--- src/rtl/encoder_if.sv ---
`default_nettype none
// ============================================================================
//  Module      : encoder_if
//  Description : Character-in / symbol-out bundle for the 8b/10b encoder.
//                The master side presents bytes; the slave side returns
//                10-bit symbols, the error flag and the running disparity.
//  Revision    : 1.0  initial release
// ============================================================================
interface encoder_if;
    logic [7:0] TxParallel_8;
    logic       TxDataK;
    logic       TxValid;
    logic [9:0] TxParallel_10;
    logic       TxValid_10;
    logic       code_error;
    logic       RunDisp;

    modport master (
        output TxParallel_8, TxDataK, TxValid,
        input  TxParallel_10, TxValid_10, code_error, RunDisp
    );

    modport slave (
        input  TxParallel_8, TxDataK, TxValid,
        output TxParallel_10, TxValid_10, code_error, RunDisp
    );
endinterface
`default_nettype wire

--- src/rtl/encoder.sv ---
`default_nettype none
// ============================================================================
//  Module      : encoder
//  Description : IEEE 802.3 clause 36 8b/10b encoder. One character per
//                clock, one cycle latency, registered outputs. Unsupported
//                K characters are sent as the matching D character and
//                flagged on code_error.
//  Revision    : 1.0  initial release
// ============================================================================
module encoder (
    input  wire logic BitCLK_10,
    input  wire logic Reset,
    encoder_if.slave  bus
);
    localparam logic [5:0] c_K28_6B = 6'b001111;   // K28 6b code, RD- column
    localparam logic [3:0] c_A7_4B  = 4'b0111;     // alternate y=7 code, RD- column

    // Data 5b/6b table, RD- column, written abcdei (a is the MSB here).
    function automatic logic [5:0] data6Neg(input logic [4:0] x);
        logic [5:0] c;
        case (x)
            5'd0:  c = 6'b100111;  5'd1:  c = 6'b011101;
            5'd2:  c = 6'b101101;  5'd3:  c = 6'b110001;
            5'd4:  c = 6'b110101;  5'd5:  c = 6'b101001;
            5'd6:  c = 6'b011001;  5'd7:  c = 6'b111000;
            5'd8:  c = 6'b111001;  5'd9:  c = 6'b100101;
            5'd10: c = 6'b010101;  5'd11: c = 6'b110100;
            5'd12: c = 6'b001101;  5'd13: c = 6'b101100;
            5'd14: c = 6'b011100;  5'd15: c = 6'b010111;
            5'd16: c = 6'b011011;  5'd17: c = 6'b100011;
            5'd18: c = 6'b010011;  5'd19: c = 6'b110010;
            5'd20: c = 6'b001011;  5'd21: c = 6'b101010;
            5'd22: c = 6'b011010;  5'd23: c = 6'b111010;
            5'd24: c = 6'b110011;  5'd25: c = 6'b100110;
            5'd26: c = 6'b010110;  5'd27: c = 6'b110110;
            5'd28: c = 6'b001110;  5'd29: c = 6'b101110;
            5'd30: c = 6'b011110;
            default: c = 6'b101011;
        endcase
        return c;
    endfunction

    // Data 3b/4b table (primary codes), RD- column, written fghj.
    function automatic logic [3:0] data4Neg(input logic [2:0] y);
        logic [3:0] c;
        case (y)
            3'd0: c = 4'b1011;  3'd1: c = 4'b1001;
            3'd2: c = 4'b0101;  3'd3: c = 4'b1100;
            3'd4: c = 4'b1101;  3'd5: c = 4'b1010;
            3'd6: c = 4'b0110;
            default: c = 4'b1110;
        endcase
        return c;
    endfunction

    // K28 3b/4b table, RD- column; every RD+ entry is the complement.
    function automatic logic [3:0] k4Neg(input logic [2:0] y);
        logic [3:0] c;
        case (y)
            3'd0: c = 4'b1011;  3'd1: c = 4'b0110;
            3'd2: c = 4'b1010;  3'd3: c = 4'b1100;
            3'd4: c = 4'b1101;  3'd5: c = 4'b0101;
            3'd6: c = 4'b1001;
            default: c = 4'b0111;
        endcase
        return c;
    endfunction

    // Running disparity after a 6b sub-block.
    function automatic logic rdAfter6(input logic rd, input logic [5:0] s);
        logic r;
        if ($countones(s) > 3)      r = 1'b1;
        else if ($countones(s) < 3) r = 1'b0;
        else if (s == 6'b000111)    r = 1'b1;
        else if (s == 6'b111000)    r = 1'b0;
        else                        r = rd;
        return r;
    endfunction

    // Running disparity after a 4b sub-block.
    function automatic logic rdAfter4(input logic rd, input logic [3:0] s);
        logic r;
        if ($countones(s) > 2)      r = 1'b1;
        else if ($countones(s) < 2) r = 1'b0;
        else if (s == 4'b0011)      r = 1'b1;
        else if (s == 4'b1100)      r = 1'b0;
        else                        r = rd;
        return r;
    endfunction

    // abcdeifghj (a first) to the output layout with a at bit 0.
    function automatic logic [9:0] toWire(input logic [9:0] s);
        logic [9:0] r;
        for (int i = 0; i < 10; i++) r[i] = s[9 - i];
        return r;
    endfunction

    logic [9:0] r_sym;
    logic       r_valid;
    logic       r_err;
    logic       r_rd;

    logic [4:0] w_x;
    logic [2:0] w_y;
    logic       w_isK28;
    logic       w_isKx7;
    logic       w_kErr;
    logic [5:0] w_6neg;
    logic       w_6comp;
    logic [5:0] w_6;
    logic       w_rdMid;
    logic       w_useA7;
    logic [3:0] w_4neg;
    logic       w_4comp;
    logic [3:0] w_4;
    logic       w_rdEnd;

    assign w_x     = bus.TxParallel_8[4:0];
    assign w_y     = bus.TxParallel_8[7:5];
    assign w_isK28 = bus.TxDataK && (w_x == 5'd28);
    assign w_isKx7 = bus.TxDataK && (w_y == 3'd7) &&
                     (w_x inside {5'd23, 5'd27, 5'd29, 5'd30});
    assign w_kErr  = bus.TxDataK && !w_isK28 && !w_isKx7;

    // 6b sub-block: unbalanced codes and D.7 flip polarity at RD+.
    assign w_6neg  = w_isK28 ? c_K28_6B : data6Neg(w_x);
    assign w_6comp = ($countones(w_6neg) != 3) || (w_x == 5'd7);
    assign w_6     = (r_rd && w_6comp) ? ~w_6neg : w_6neg;
    assign w_rdMid = rdAfter6(r_rd, w_6);

    // A7 avoids a run of five across the 6b/4b boundary; K23/27/29/30.7 always use it.
    assign w_useA7 = !w_isK28 && (w_y == 3'd7) &&
                     (w_isKx7 ||
                      (!w_rdMid && (w_x inside {5'd17, 5'd18, 5'd20})) ||
                      ( w_rdMid && (w_x inside {5'd11, 5'd13, 5'd14})));
    assign w_4neg  = w_isK28 ? k4Neg(w_y) : (w_useA7 ? c_A7_4B : data4Neg(w_y));
    assign w_4comp = w_isK28 || ($countones(w_4neg) != 2) ||
                     (w_y == 3'd3) || (w_y == 3'd7);
    assign w_4     = (w_rdMid && w_4comp) ? ~w_4neg : w_4neg;
    assign w_rdEnd = rdAfter4(w_rdMid, w_4);

    // Output register: capture a symbol on each accepted character, hold otherwise.
    always_ff @(posedge BitCLK_10 or posedge Reset) begin
        if (Reset) begin
            r_sym   <= 10'h000;
            r_valid <= 1'b0;
            r_err   <= 1'b0;
            r_rd    <= 1'b0;
        end else begin
            r_valid <= bus.TxValid;
            r_err   <= bus.TxValid && w_kErr;
            if (bus.TxValid) begin
                r_sym <= toWire({w_6, w_4});
                r_rd  <= w_rdEnd;
            end
        end
    end

    assign bus.TxParallel_10 = r_sym;
    assign bus.TxValid_10    = r_valid;
    assign bus.code_error    = r_err;
    assign bus.RunDisp       = r_rd;

endmodule
`default_nettype wire

--- src/flat_wrapper.sv ---
// flat-port wrapper written by rule: the top's interface ports become plain ports
module encoder_flat 
  (BitCLK_10, Reset, bus_TxParallel_8, bus_TxDataK, bus_TxValid, bus_TxParallel_10, bus_TxValid_10, bus_code_error, bus_RunDisp);
  encoder_if bus_i ();
  input  wire logic BitCLK_10;
  input  wire logic Reset;
  input wire logic [$bits(bus_i.TxParallel_8)-1:0] bus_TxParallel_8;
  input wire logic [$bits(bus_i.TxDataK)-1:0] bus_TxDataK;
  input wire logic [$bits(bus_i.TxValid)-1:0] bus_TxValid;
  output wire logic [$bits(bus_i.TxParallel_10)-1:0] bus_TxParallel_10;
  output wire logic [$bits(bus_i.TxValid_10)-1:0] bus_TxValid_10;
  output wire logic [$bits(bus_i.code_error)-1:0] bus_code_error;
  output wire logic [$bits(bus_i.RunDisp)-1:0] bus_RunDisp;
  assign bus_i.TxParallel_8 = bus_TxParallel_8;
  assign bus_i.TxDataK = bus_TxDataK;
  assign bus_i.TxValid = bus_TxValid;
  assign bus_TxParallel_10 = bus_i.TxParallel_10;
  assign bus_TxValid_10 = bus_i.TxValid_10;
  assign bus_code_error = bus_i.code_error;
  assign bus_RunDisp = bus_i.RunDisp;
  encoder u_core (.BitCLK_10(BitCLK_10), .Reset(Reset), .bus(bus_i));
endmodule
--- config.mk ---
export PLATFORM = sky130hd
export DESIGN_NAME = encoder_flat
export DESIGN_NICKNAME = d
export VERILOG_FILES = /design/src/rtl/encoder_if.sv /design/src/rtl/encoder.sv /design/src/flat_wrapper.sv
export SDC_FILE = /design/constraint.sdc
export NUM_CORES = 1
export LEC_CHECK = 0
export CORE_ASPECT_RATIO = 0.7
export CORE_MARGIN = 4
export CORE_UTILIZATION = 30
export CTS_CLUSTER_SIZE = 25
export DETAILED_ROUTE_END_ITERATION = 10
export SKIP_CTS_REPAIR_TIMING = 1
export SLEW_MARGIN = 20
export SYNTH_ARGS = -nofsm -noshare
export SYNTH_HDL_FRONTEND = slang
export SYNTH_SLANG_ARGS = --single-unit
--- constraint.sdc ---
create_clock -name BitCLK_10 -period 6.3 [get_ports BitCLK_10]
set_input_delay 1.89 -clock BitCLK_10 [delete_from_list [all_inputs] [get_ports BitCLK_10]]
set_output_delay 1.89 -clock BitCLK_10 [all_outputs]
set_load 0.01 [all_outputs]
# Word-level counts from Yosys, hierarchy flattened
# Memory sizes are Yosys's and may differ from the RTL's.
# Cells that the tools add are included.
# totals
register_bits,13
ramBits,0
input_bits,12
word_cells,92
memories,1
latchBits,0
mem_bits_ro,192
out_inout_bits,13
# classes
multipliers,0
addsub,16
n_reduce_logical,25
n_bitwise,2
n_shift,0
eq_ne,25
mux,15
order_cmp,4
div,0
# memory_table
memory,depth,width,read_ports,rd_ports_with_merged_regs,wr,line,source
(name not given),32,6,1,0,0,encoder.sv:21,case (x)
# ops
operator,count
32-bit adder,6
"32-bit by 3-bit > comparator with 1-bit output, second input constant",2
"32-bit by 3-bit less-than comparator with 1-bit output, second input constant",2
"32-bit by 3-bit inequality test with 1-bit output, second input constant",2
4-bit case mux with 7 select lines,2
"5-bit == test, second input constant",8
1-bit by 1-bit adder with 2-bit output,10
"5-bit by 4-bit == test with 1-bit output, second input constant",3
"3-bit == test, second input constant",4
1-bit logical AND,12
4-bit two-way mux,3
6-bit two-way mux,2
1-bit two-way mux,8
"3-bit by 2-bit == test with 1-bit output, second input constant",2
"6-bit by 3-bit == test with 1-bit output, second input constant",1
"6-bit == test, second input constant",1
1-bit logical OR,6
6-bit NOT,1
3-bit nonzero test,2
"5-bit by 3-bit == test with 1-bit output, second input constant",1
"4-bit by 2-bit == test with 1-bit output, second input constant",1
"4-bit == test, second input constant",1
4-bit NOT,1
4-bit nonzero test,1
other kinds (3),5

# Depth between registers and ports, before layout
# Gate-level depths: netlist (run 1).
# depth
word_depth,36
mapped_depth,36
mapped_depth_nobuf,34

# Worst setup path before layout (run 1)
# Ideal clock, no wire load.
# synth_path
path_type,input-to-reg
start,input port bus_TxParallel_8[0]
end,"register u_core.r_rd, in the netlist u_core.bus.RunDisp"
path_stages,34
arrival_ps,10552
setup_ps,122
path_slack_ps,-4374
path_buffers,3
cell_sequence,inv_1 -> ha_1 -> and4_1 -> and2_0 -> clkbuf_1 -> a311oi_2 -> inv_1 -> ha_1 -> fa_1 -> ha_1 -> nand2_1 -> o41a_1 -> clkbuf_2 -> or4_1 -> and2_1 -> fa_1 -> inv_1 -> ha_1 -> and3_1 -> a221oi_4 -> mux2_2 -> or3_1 -> ha_1 -> ha_1 -> a2111oi_0 -> or2_1 -> buf_4 -> mux2i_1 -> nor2_1 -> fa_1 -> nand2b_1 -> o22a_1 -> and2_1 -> a32o_1
# synth_via
elab_chain_len,36
# synth_rtl
element,line,source
"start, declared",flat_wrapper.sv:7,input wire logic [$bits(bus_i.TxParallel_8)-1:0] bus_TxParallel_8;
"parallel branches: the longest is 35 deep, another holds 32-bit adder",--,
1-bit two-way mux *,encoder.sv:83,if ($countones(s) > 2) r = 1'b1;
"end signal, assigned",encoder.sv:154,r_rd <= w_rdEnd;
"end, declared",encoder.sv:101,logic r_rd;
# Every way passes the cells marked *.
# A chain may end at the register's enable or synchronous reset.

# Worst setup path in the final report (run 1)
# Same ends and word-level chain as after synthesis.

==> results of run 1 <==
-- worst paths after layout --
check,depth (start not counted),startpoint,slack (ps),to
max in group asynchronous,2,Reset,3990,u_core.bus.TxParallel_10[4]$_DFFE_PP0P_
setup / recovery,32,bus_TxParallel_8[0],-2950,u_core.bus.RunDisp$_DFFE_PP0P_
min in group asynchronous,2,Reset,1970,u_core.bus.TxParallel_10[9]$_DFFE_PP0P_
hold reg to reg,1,u_core.bus.TxParallel_10[5]$_DFFE_PP0P_,510,u_core.bus.TxParallel_10[5]$_DFFE_PP0P_
hold / removal,1,u_core.bus.TxParallel_10[5]$_DFFE_PP0P_,510,u_core.bus.TxParallel_10[5]$_DFFE_PP0P_
setup reg to reg,22,u_core.bus.RunDisp$_DFFE_PP0P_,580,u_core.bus.RunDisp$_DFFE_PP0P_
-- per-layer routing --
metal  up-vias  part of all wire, %  wire (um)  GRT usage, %
met3         2                  3.1        171          2.88
met5         -                    0          0             0
met1       972                   50       2780          18.9
li1       1061                    -          -             -
met4         0                 0.27         15          1.57
met2        27                   47       2620          23.5
-- report_power, final --
group	total, uW	switching [uW]	internal, uW
Clock	73.0	28.4	44.6
Combinational	688	290	398
Sequential	143	22.3	120
-- worst max-delay path: cells and delay by family --
kind | cells | cell delay, ps
adder cells (fa/ha/maj) | 9 | 2650
buffers and inverters | 5 | 420
multiplexers | 3 | 800
AND/OR/NAND/NOR | 9 | 2040
AO/OA/AOI/OAI | 6 | 1610
-- layout make-up --
class                   instances  area (um^2)  share of cell area [%]
multi-input cells             199         1750                    54.6
well taps                      91          114                    3.55
repair buffers                100          876                    27.3
inverters                      19         96.3                    3.00
clock buffers                   4         45.0                    1.40
flip-flops and latches         13          325                    10.1
-- placed cells by master, fill, tap and decap left out, types with 3 or more instances in the layout --
cell and count:
nor2_1 20, nand3_1 5, ha_1 11, nor2b_1 9, xnor2_1 5, clkdlybuf4s50_1 19, nor3_1 3, buf_6 6
o211ai_1 6, inv_2 4, mux2i_1 4, ha_4 9, a21oi_1 9, or3_1 3, a211o_1 3, inv_1 13
buf_4 68, clkbuf_8 3, mux2_2 7, dlymetal6s2s_1 3, dfrtp_1 13, nand2_1 25, and2_1 4, nor4_1 3
nand4_1 4, o221ai_1 3, o21ai_0 12, fa_1 3
-- Yosys cell counts (2+ instances only) --
master	n
nor3_1	3
a21oi_1	9
a211o_1	3
and3_1	4
mux2_2	8
buf_2	5
inv_1	19
nand2_1	26
o211ai_1	6
o21ai_0	13
a221oi_4	2
fa_1	5
nor2_1	21
a2111oi_0	3
a21o_1	2
buf_4	2
xnor2_1	5
nand2b_1	2
nor4bb_1	2
nor2b_1	10
dfrtp_1	13
nor4_1	3
and2_1	4
or3_1	4
o221ai_1	3
nand3_1	5
a31oi_1	2
clkbuf_1	5
mux2i_1	4
nand4_1	4
ha_1	22
or4_1	3
-- stage by stage --
step | setup TNS [ps] | hold slack (ps) | instance area [um^2] | total power [uW] | util [%]
floorplan | -10900 | 551 | 2210 | 530 | -
global placement | -13750 | 498 | 2980 | 753 | 47.1
detailed placement | -14250 | 500 | 2980 | 764 | 47.1
CTS | -13120 | 512 | 3030 | 839 | 47.8
global route | -12300 | 538 | 3210 | 983 | 50.6
finish | -10980 | 508 | 3210 | 903 | 50.6
-- logic make-up (layout without fill, tap and decap cells) --
family	Yosys count	after routing	synth area share, %
muxes	14	14	7.88
and+or+nand+nor	98	98	25.5
buffers and inverters	33	123	7.38
DFF	13	13	16.4
xor gates and xnor gates	5	5	2.21
adders and majority gates	27	27	18.9
AOI/OAI and AO/OA	55	55	21.7
-- state kept, by name, summed over array words and instances, names as in the netlist --
register and cells:
u_core.bus.TxValid_10 1, u_core.bus.RunDisp 1, u_core.bus.TxParallel_10 10, u_core.bus.code_error 1
==> impl_results.md, run 1 <==
- Area contributors post-synth: dfrtp_1 (16%), ha_1 (14%), fa_1 (5.0%), nand2_1 (4.9%), mux2_2 (4.5%)
- Fill cells: 608
- Worst EP required: 6430 ps
- Number of I/O pins: 25
- Vias in the first global route: 2,041
- Worst-Skew Late Latency: 240 ps
- Worst-margin pin slew: 856 ps
- Maxcap violations: 0
- H-tree depth: 1
- Setup crit start kind: primary input
- Setup ws final: -2950 ps
- Final min period: 9250 ps
- Crit-path max cell delay: 540 ps
- Core footprint: 0.00634 mm^2
- RSZ-0062 raised after global routing: yes
- Wire length per cell: 13.1 um
- Global Route Usage Sum: 14.0%
- Total Wirelength: 5590 um
- DIE AREA: 0.00800 mm^2
- Fmax achieved: 108 MHz
- Pin count of the biggest net entering global routing: 22
- Area leader, netlist: dfrtp_1
- PwrDens: 282 mW/mm^2
- Post-Synthesis Cells: 245
- Clock Tree Root: clkbuf_8
- Non-filler cells, final: 426
- Drt drc: 0
- Crit end category: flip-flop
- Pre-CTS WS: -3630 ps
- Synth warn: 0
- CP most frequent cell: ha_4
- Max-slew violation count: 0
- Worst Path Arrival: 9380 ps
- Initial antenna violation count: 0
- Pre-Repair DR Iteration Count: 4
- Fin nets: 375
- Initial Util: 31.3%
- Fraction of registers with async set/reset: 100%
- DR vias/cell: 4.84
- Number of flops mapped to enable cells by yosys: 0
- Cell area after synthesis: 0.00198 mm^2
- Remaining antenna violation count: 0
- CTS buffer count: 3
- WS Path Type: primary input to flip-flop
- Global-route wire length before repair: 9430 um
- RePlAce Congestion: 0.837
- Top FF cell, synth: dfrtp_1
- Seq/Total Area, Yosys: 16.4%
- Initial DRC Count: 60
- Fraction of layout cells with a size suffix above 1: 38.8%
- Area grow syn2layout: 61.7%
- Max_slew headroom: 42.8%
- Hold violation total from the final report: 0
- Post-synthesis cell type count: 55
- Row count: 24
- Syn_nets: 284
- Dpl cells: 412
- Failing checks: negative setup slack
- Worst Hold Class: flip-flop to flip-flop
- Post-detail-place hpwl: 4590 um
- Clock Skews: 0.710 ps
- Die height: 76.0 um
- Final Cycle Share: 147%
- Final setup fails: 5
- FF+latch count, synth: 13
- Worst VDD drop: 0.138 mV
- Routed via count: 2,062
- Gr ovfl total: 0
- IO buf count: 24
- N_diodes: 0
- Clk slew on worst S/H paths: 50 ps
- Clock sinks: 13
- Die width: 105 um
- Deepest clock path buffer count: 2
- Mapped Avg Cell Area: 8.10 um^2
- Synth top area share: 16.4%
- Status: finished, violations left
- CTS tree: yes
- CP Max Fanout: 5
- Static Leak: 0.00140 uW
- Worst path slowest cell: fa_1
Note: power is estimated with default switching activity, not from simulation.
==> run 2: changes to the inputs <==
- clock period: 6.3 -> 10.5 ns (I/O delays scaled with it)
==> run 2 against run 1 <==
  * Global-route usage increased by 0.35 points
  * Clock power shrank 37%
  * Non-clock buffer count fell by 14
  * Clock skew increased by 6.7 ps
  * Critical endpoint unchanged
  * Highest routed layer unchanged
  * The run still ends with negative setup slack left
  * Critical path depth unchanged
  * Largest cell class unchanged
==> impl_results.md, run 2 (synthesis results as in run 1) <==
- PwrDens: 168 mW/mm^2 (-40%)
- Sequential share of power: 16.5% (+0.7 points)
- DR vias/cell: 4.91 (+1.3%)
- Reg2reg path depth: 22 (unchanged)
- Clock power frac: 8.8% (+0.7 points)
- Final min period: 10,630 ps
- Remaining antenna violation count: 0 (unchanged)
- Switching share of power: 39.9% (+2.2 points)
- Commonest cells after routing, fill and taps aside: buf_4 (56), nand2_1 (24), nor2_1 (20), clkdlybuf4s50_1 (19), inv_1 (14)
- Routed via count: 2,021 (-2.0%)
- Non-filler cells, final: 412 (-3.3%)
- IO buf count: 24 (unchanged)
- Total Wirelength: 5770 um (+3.3%)
- Worst-margin pin slew: 876 ps (+20.6 ps)
- Max-slew violation count: 0 (unchanged)
- Worst Path Arrival: 10,770 ps (+1390 ps)
- Row count: 24 (unchanged)
- Met3 GRT Util: 2.79% (-0.085 points)
- Worst Hold Class: flip-flop to flip-flop
- Setup ws final: -131 ps (+2820 ps)
- Fmax achieved: 94.1 MHz
- Crit-path max cell delay: 540 ps (about the same)
- CTS buffer count: 3 (unchanged)
- Fraction of layout cells with a size suffix above 1: 36.8% (-2.0 points)
- RR Endpoint: u_core.bus.RunDisp$_DFFE_PP0P_
- Initial antenna violation count: 0 (unchanged)
- Worst VDD drop: 0.0791 mV (-43%)
- Static Leak: 0.00134 uW (-3.9%)
- Psw: 209 uW (-39%)
- Clock Tree Root: clkbuf_8
- Status: finished, violations left
- Gr ovfl total: 0 (unchanged)
- Clock Skews: 7.36 ps (+6.65 ps)
- Fill cells: 610 (+0.33%)
- Initial DRC Count: 79 (+32%)
- Global-route wire length before repair: 9640 um (+2.2%)
- Max FFs per register: 10 (unchanged)
- Hold violation total from the final report: 0 (unchanged)
- Crit end category: flip-flop
- Final setup fails: 1 (-4)
- Final Cycle Share: 101%
- Deepest clock path buffer count: 2 (unchanged)
- RePlAce Congestion: 0.803 (-4.1%)
- DIE AREA: 0.00800 mm^2 (unchanged)
- Clock sinks: 13 (unchanged)
- Clk slew on worst S/H paths: 60 ps (about the same)
- GR Util met2: 23.7% (+0.19 points)
- GR Util met1: 19.9% (+0.91 points)
- Area after DPL: 0.00291 mm^2 (-2.5%)
- WS Path Type: primary input to flip-flop
- Die height: 76.0 um (unchanged)
- Critical Path Source: bus_TxParallel_8[1]
- Area grow syn2layout: 56.7%
- Design Area, Final: 0.00311 mm^2 (-3.0%)
- Worst path slowest cell: fa_1
- Pin count of the biggest net entering global routing: 22 (unchanged)
- CP most frequent cell: ha_4
- Combinational Power Share: 74.7% (-1.4 points)
- Initial Util: 31.3% (unchanged)
- R2r setup slk: 4580 ps (+4000 ps)
- CP Max Fanout: 5 (unchanged)
- Pre-Repair DR Iteration Count: 4 (unchanged)
- Global Route Usage Sum: 14.3% (+0.35 points)
- Endpoint, Worst Hold: u_core.bus.TxParallel_10[2]$_DFFE_PP0P_
- Dpl cells: 402 (-2.4%)
- Post-detail-place hpwl: 4540 um (-1.1%)
- Most common cell after layout, fill and taps aside: buf_4
- Reg2Reg Launch Point: u_core.bus.RunDisp$_DFFE_PP0P_
- Vias in the first global route: 2,023 (-0.88%)
- Global route hottest layer: met2
- Hold path cells: 1 (unchanged)
- Worst EP required: 10,640 ps (+4210 ps)
- H-tree depth: 1 (unchanged)
- Failing checks: negative setup slack
- Core footprint: 0.00634 mm^2 (unchanged)
- Drt drc: 0 (unchanged)
- Number of I/O pins: 25 (unchanged)
- RSZ-0062 raised after global routing: yes
- CTS tree: yes
- Worst-Skew Late Latency: 250 ps (about the same)
- Die width: 105 um (unchanged)
- Setup crit start kind: primary input
- Maxcap violations: 0 (unchanged)
- Wire length per cell: 14.0 um (+6.8%)
- N_diodes: 0 (unchanged)
- Fin nets: 361 (-3.7%)
- Int Pwr: 315 uW (-44%)
- Max_slew headroom: 41.4% (-1.4 points)
- Min-delay src: u_core.bus.TxParallel_10[2]$_DFFE_PP0P_
## run 2: area by class of cell
| class | instances | area (um^2) | area share, % |
|---|---|---|---|
| clock buffer | 3 | 41.3 | 1.33 |
| inverter | 19 | 96.3 | 3.10 |
| clock inverter | 1 | 5.00 | 0.161 |
| tap | 91 | 114 | 3.66 |
| timing repair buffer | 86 | 773 | 24.9 |
| multi-input combinational | 199 | 1760 | 56.4 |
| sequential | 13 | 325 | 10.5 |
## run 2: per-stage QoR
step                      power [uW]  util, %  TNS [ps]  setup slack (ps)  hold slack [ps]
after floorplan                  318        -      -121              -121              551
after global placement           437     45.9      -582              -582              495
after detailed placement         446     45.9      -682              -682              500
after CTS                        495     46.6      -455              -455              515
after global routing             565     49.1      -430              -430              539
final                            524     49.1      -131              -131              508
## run 2: worst max path at each step
stage          depth (start not counted)  slack, ps                        endpoint
6_report                              32       -130  u_core.bus.RunDisp$_DFFE_PP0P_
5_1_grt                               32       -430  u_core.bus.RunDisp$_DFFE_PP0P_
4_1_cts                               32       -450  u_core.bus.RunDisp$_DFFE_PP0P_
3_5_place_dp                          32       -680  u_core.bus.RunDisp$_DFFE_PP0P_
3_3_place_gp                          32       -580  u_core.bus.RunDisp$_DFFE_PP0P_
2_1_floorplan                         34       -120  u_core.bus.RunDisp$_DFFE_PP0P_
## run 2: worst max-delay path, delay by kind of cell
family          cells  cell delay, ps
compound gates      6            1640
mux                 3             840
simple gates        9            2080
fa+ha+maj           9            2640
buf+inv             5             430
## run 2: power by group through the flow
stage                     registers [uW]  logic, uW  clock network, uW
after detailed placement            86.5        360                  0
after floorplan                     95.0        223                  0
after global placement              86.5        351                  0
after global routing                89.4        426               49.4
after CTS                           85.9        362               47.5
final                               86.3        391               46.2
## run 2: metal layers
layer | up-vias | routed length (um) | part of all wire [%]
met2 | 26 | 2670 | 46
met1 | 960 | 2920 | 51
met5 | - | 0 | 0
met3 | 2 | 157 | 2.7
met4 | 0 | 15 | 0.26
li1 | 1033 | - | -
==> run 3: changes to the inputs <==
- CORE_UTILIZATION: 30 -> 40
- clock period: 10.5 -> 11.5 ns (I/O delays scaled with it)
==> run 3 against run 2 <==
  * Utilization increased by 11 points
  * The flow now finishes without violations
  * Highest routed layer unchanged
  * Sequential power down 10%
  * Global-route usage grew 3.5 points
==> impl_results.md, run 3 (synthesis results as in run 1) <==
- Clock Tree Root: clkbuf_8
- Max FFs per register: 10 (unchanged)
- Final min period: 11,140 ps
- Clock power frac: 9.4% (+0.6 points)
- Clk slew on worst S/H paths: 60 ps (about the same)
- Initial Util: 41.5% (+10 points)
- IO buf count: 24 (unchanged)
- Fraction of layout cells with a size suffix above 1: 30.9% (-5.8 points)
- Min-delay src: u_core.bus.TxParallel_10[3]$_DFFE_PP0P_
- Setup ws final: 356 ps (+487 ps)
- Row count: 21 (-13%)
- Fin Setup TNS: 0 ps (+131 ps)
- Design Area, Final: 0.00288 mm^2 (-7.3%)
- Drt drc: 0 (unchanged)
- Pre-CTS WS: -359 ps (+324 ps)
- Worst path slowest cell: or4_4
- Crit end category: flip-flop
- Reg2reg path depth: 21 (-4.5%)
- Post-detail-place hpwl: 4230 um (-6.8%)
- RePlAce Congestion: 0.934 (+16%)
- Area after DPL: 0.00272 mm^2 (-6.7%)
- Psw: 175 uW (-16%)
- Max_slew headroom: 47.2% (+5.8 points)
- Die width: 92.2 um (-12%)
- DIE AREA: 0.00617 mm^2 (-23%)
- Die height: 66.9 um (-12%)
- Clock sinks: 13 (unchanged)
- Pin count of the biggest net entering global routing: 22 (unchanged)
- Int Pwr: 267 uW (-15%)
- Switching share of power: 39.6% (-0.30 points)
- RSZ-0062 raised after global routing: no
- Status: complete, no violations
- Remaining antenna violation count: 0 (unchanged)
- RR Endpoint: u_core.bus.RunDisp$_DFFE_PP0P_
- Fmax achieved: 89.7 MHz
- Endpoint, Worst Hold: u_core.bus.TxParallel_10[3]$_DFFE_PP0P_
- Worst Path Arrival: 11,280 ps (+510 ps)
- Worst Hold Class: flip-flop to flip-flop
- Core footprint: 0.00478 mm^2 (-25%)
- Deepest clock path buffer count: 2 (unchanged)
- R2r setup slk: 5620 ps (+1040 ps)
- Total Wirelength: 5230 um (-9.4%)
- Number of I/O pins: 25 (unchanged)
- Hold violation total from the final report: 0 (unchanged)
- Initial DRC Count: 63 (-20%)
- Fin util: 60.3% (+11 points)
- Reg2Reg Launch Point: u_core.bus.RunDisp$_DFFE_PP0P_
- Wire length per cell: 13.5 um (-3.3%)
- WS Path Type: primary input to flip-flop
- Pre-Repair DR Iteration Count: 4 (unchanged)
- Area grow syn2layout: 45.3%
- N_diodes: 0 (unchanged)
- Worst VDD drop: 0.0516 mV (-35%)
- Static Leak: 0.00129 uW (-3.9%)
- Fin nets: 357 (-1.1%)
- Commonest cells after routing, fill and taps aside: buf_4 (58), nand2_1 (26), nor2_1 (20), clkdlybuf4s50_1 (19), inv_1 (16)
- Vias in the first global route: 1,878 (-7.2%)
- Maxcap violations: 0 (unchanged)
- Max-slew violation count: 0 (unchanged)
- Global Route Usage Sum: 17.8% (+3.5 points)
- Routed via count: 1,997 (-1.2%)
- DR vias/cell: 5.17 (+5.5%)
- Initial antenna violation count: 0 (unchanged)
- Clock Skews: 7.91 ps (+0.545 ps)
- CTS tree: yes
- Most common cell after layout, fill and taps aside: buf_4
- Crit-path max cell delay: 540 ps (about the same)
- CTS buffer count: 3 (unchanged)
- Combinational Power Share: 73.0% (-1.7 points)
- Worst-Skew Late Latency: 250 ps (about the same)
- H-tree depth: 1 (unchanged)
- CP Max Fanout: 5 (unchanged)
- Worst-margin pin slew: 790 ps (-86.5 ps)
- Gr ovfl total: 0 (unchanged)
- PwrDens: 153 mW/mm^2 (-9.0%)
- Hold path cells: 1 (unchanged)
- Worst EP required: 11,640 ps (+1000 ps)
- Global-route wire length before repair: 8830 um (-8.4%)
- Setup crit start kind: primary input
- Sequential share of power: 17.6% (+1.1 points)
- Final setup fails: 0 (-1)
- Final Cycle Share: 96.9%
==> run 3: worst max-delay path, delay by kind of cell <==
family / cells / cell delay, ps
compound gates: 7 / 1740
buf+inv: 4 / 370
fa+ha+maj: 9 / 2890
simple gates: 9 / 2010
mux: 3 / 820
==> run 3: layer usage <==
metal	vias up	share of wire [%]	track usage (%)
met5	-	0	0
li1	1030	-	-
met4	0	0.98	5.00
met2	38	41	25.4
met3	4	4.1	2.03
met1	925	54	27.7
==> run 3: power groups by stage <==
stage          Sequential, uW  Combinational [uW]  Clock, uW
4_1_cts                  77.8                 313       44.5
3_5_place_dp             78.4                 312          0
3_3_place_gp             77.8                 311          0
6_report                 77.6                 323       41.7
2_1_floorplan            86.6                 186          0
5_1_grt                  80.6                 358       46.3
==> run 3: through the flow <==
stage | std cells | hold WS (ps) | power, uW
after floorplan | 245 | 551 | 273
after global placement | 378 | 491 | 389
after detailed placement | 378 | 500 | 391
after CTS | 382 | 515 | 436
after global routing | 386 | 531 | 484
final | 386 | 505 | 442
==> run 3: final cells by class <==
cell class | count | area [um^2]
fill | 446 | 1900
multi-input combinational | 199 | 1670
timing repair buffer | 82 | 688
sequential | 13 | 325
tap | 69 | 86.3
inverter | 19 | 71.3
clock buffer | 4 | 45.0
==> run 3: how the worst max path moves through the flow <==
stage	start	end	slack [ps]	cells past startpoint
finish	bus_TxParallel_8[1]	u_core.bus.RunDisp$_DFFE_PP0P_	360	32
global route	bus_TxParallel_8[0]	u_core.bus.RunDisp$_DFFE_PP0P_	70	32
CTS	bus_TxParallel_8[1]	u_core.bus.RunDisp$_DFFE_PP0P_	-100	32
detailed placement	bus_TxParallel_8[1]	u_core.bus.RunDisp$_DFFE_PP0P_	-360	32
global placement	bus_TxParallel_8[1]	u_core.bus.RunDisp$_DFFE_PP0P_	-300	33
floorplan	bus_TxParallel_8[0]	u_core.bus.RunDisp$_DFFE_PP0P_	3	34
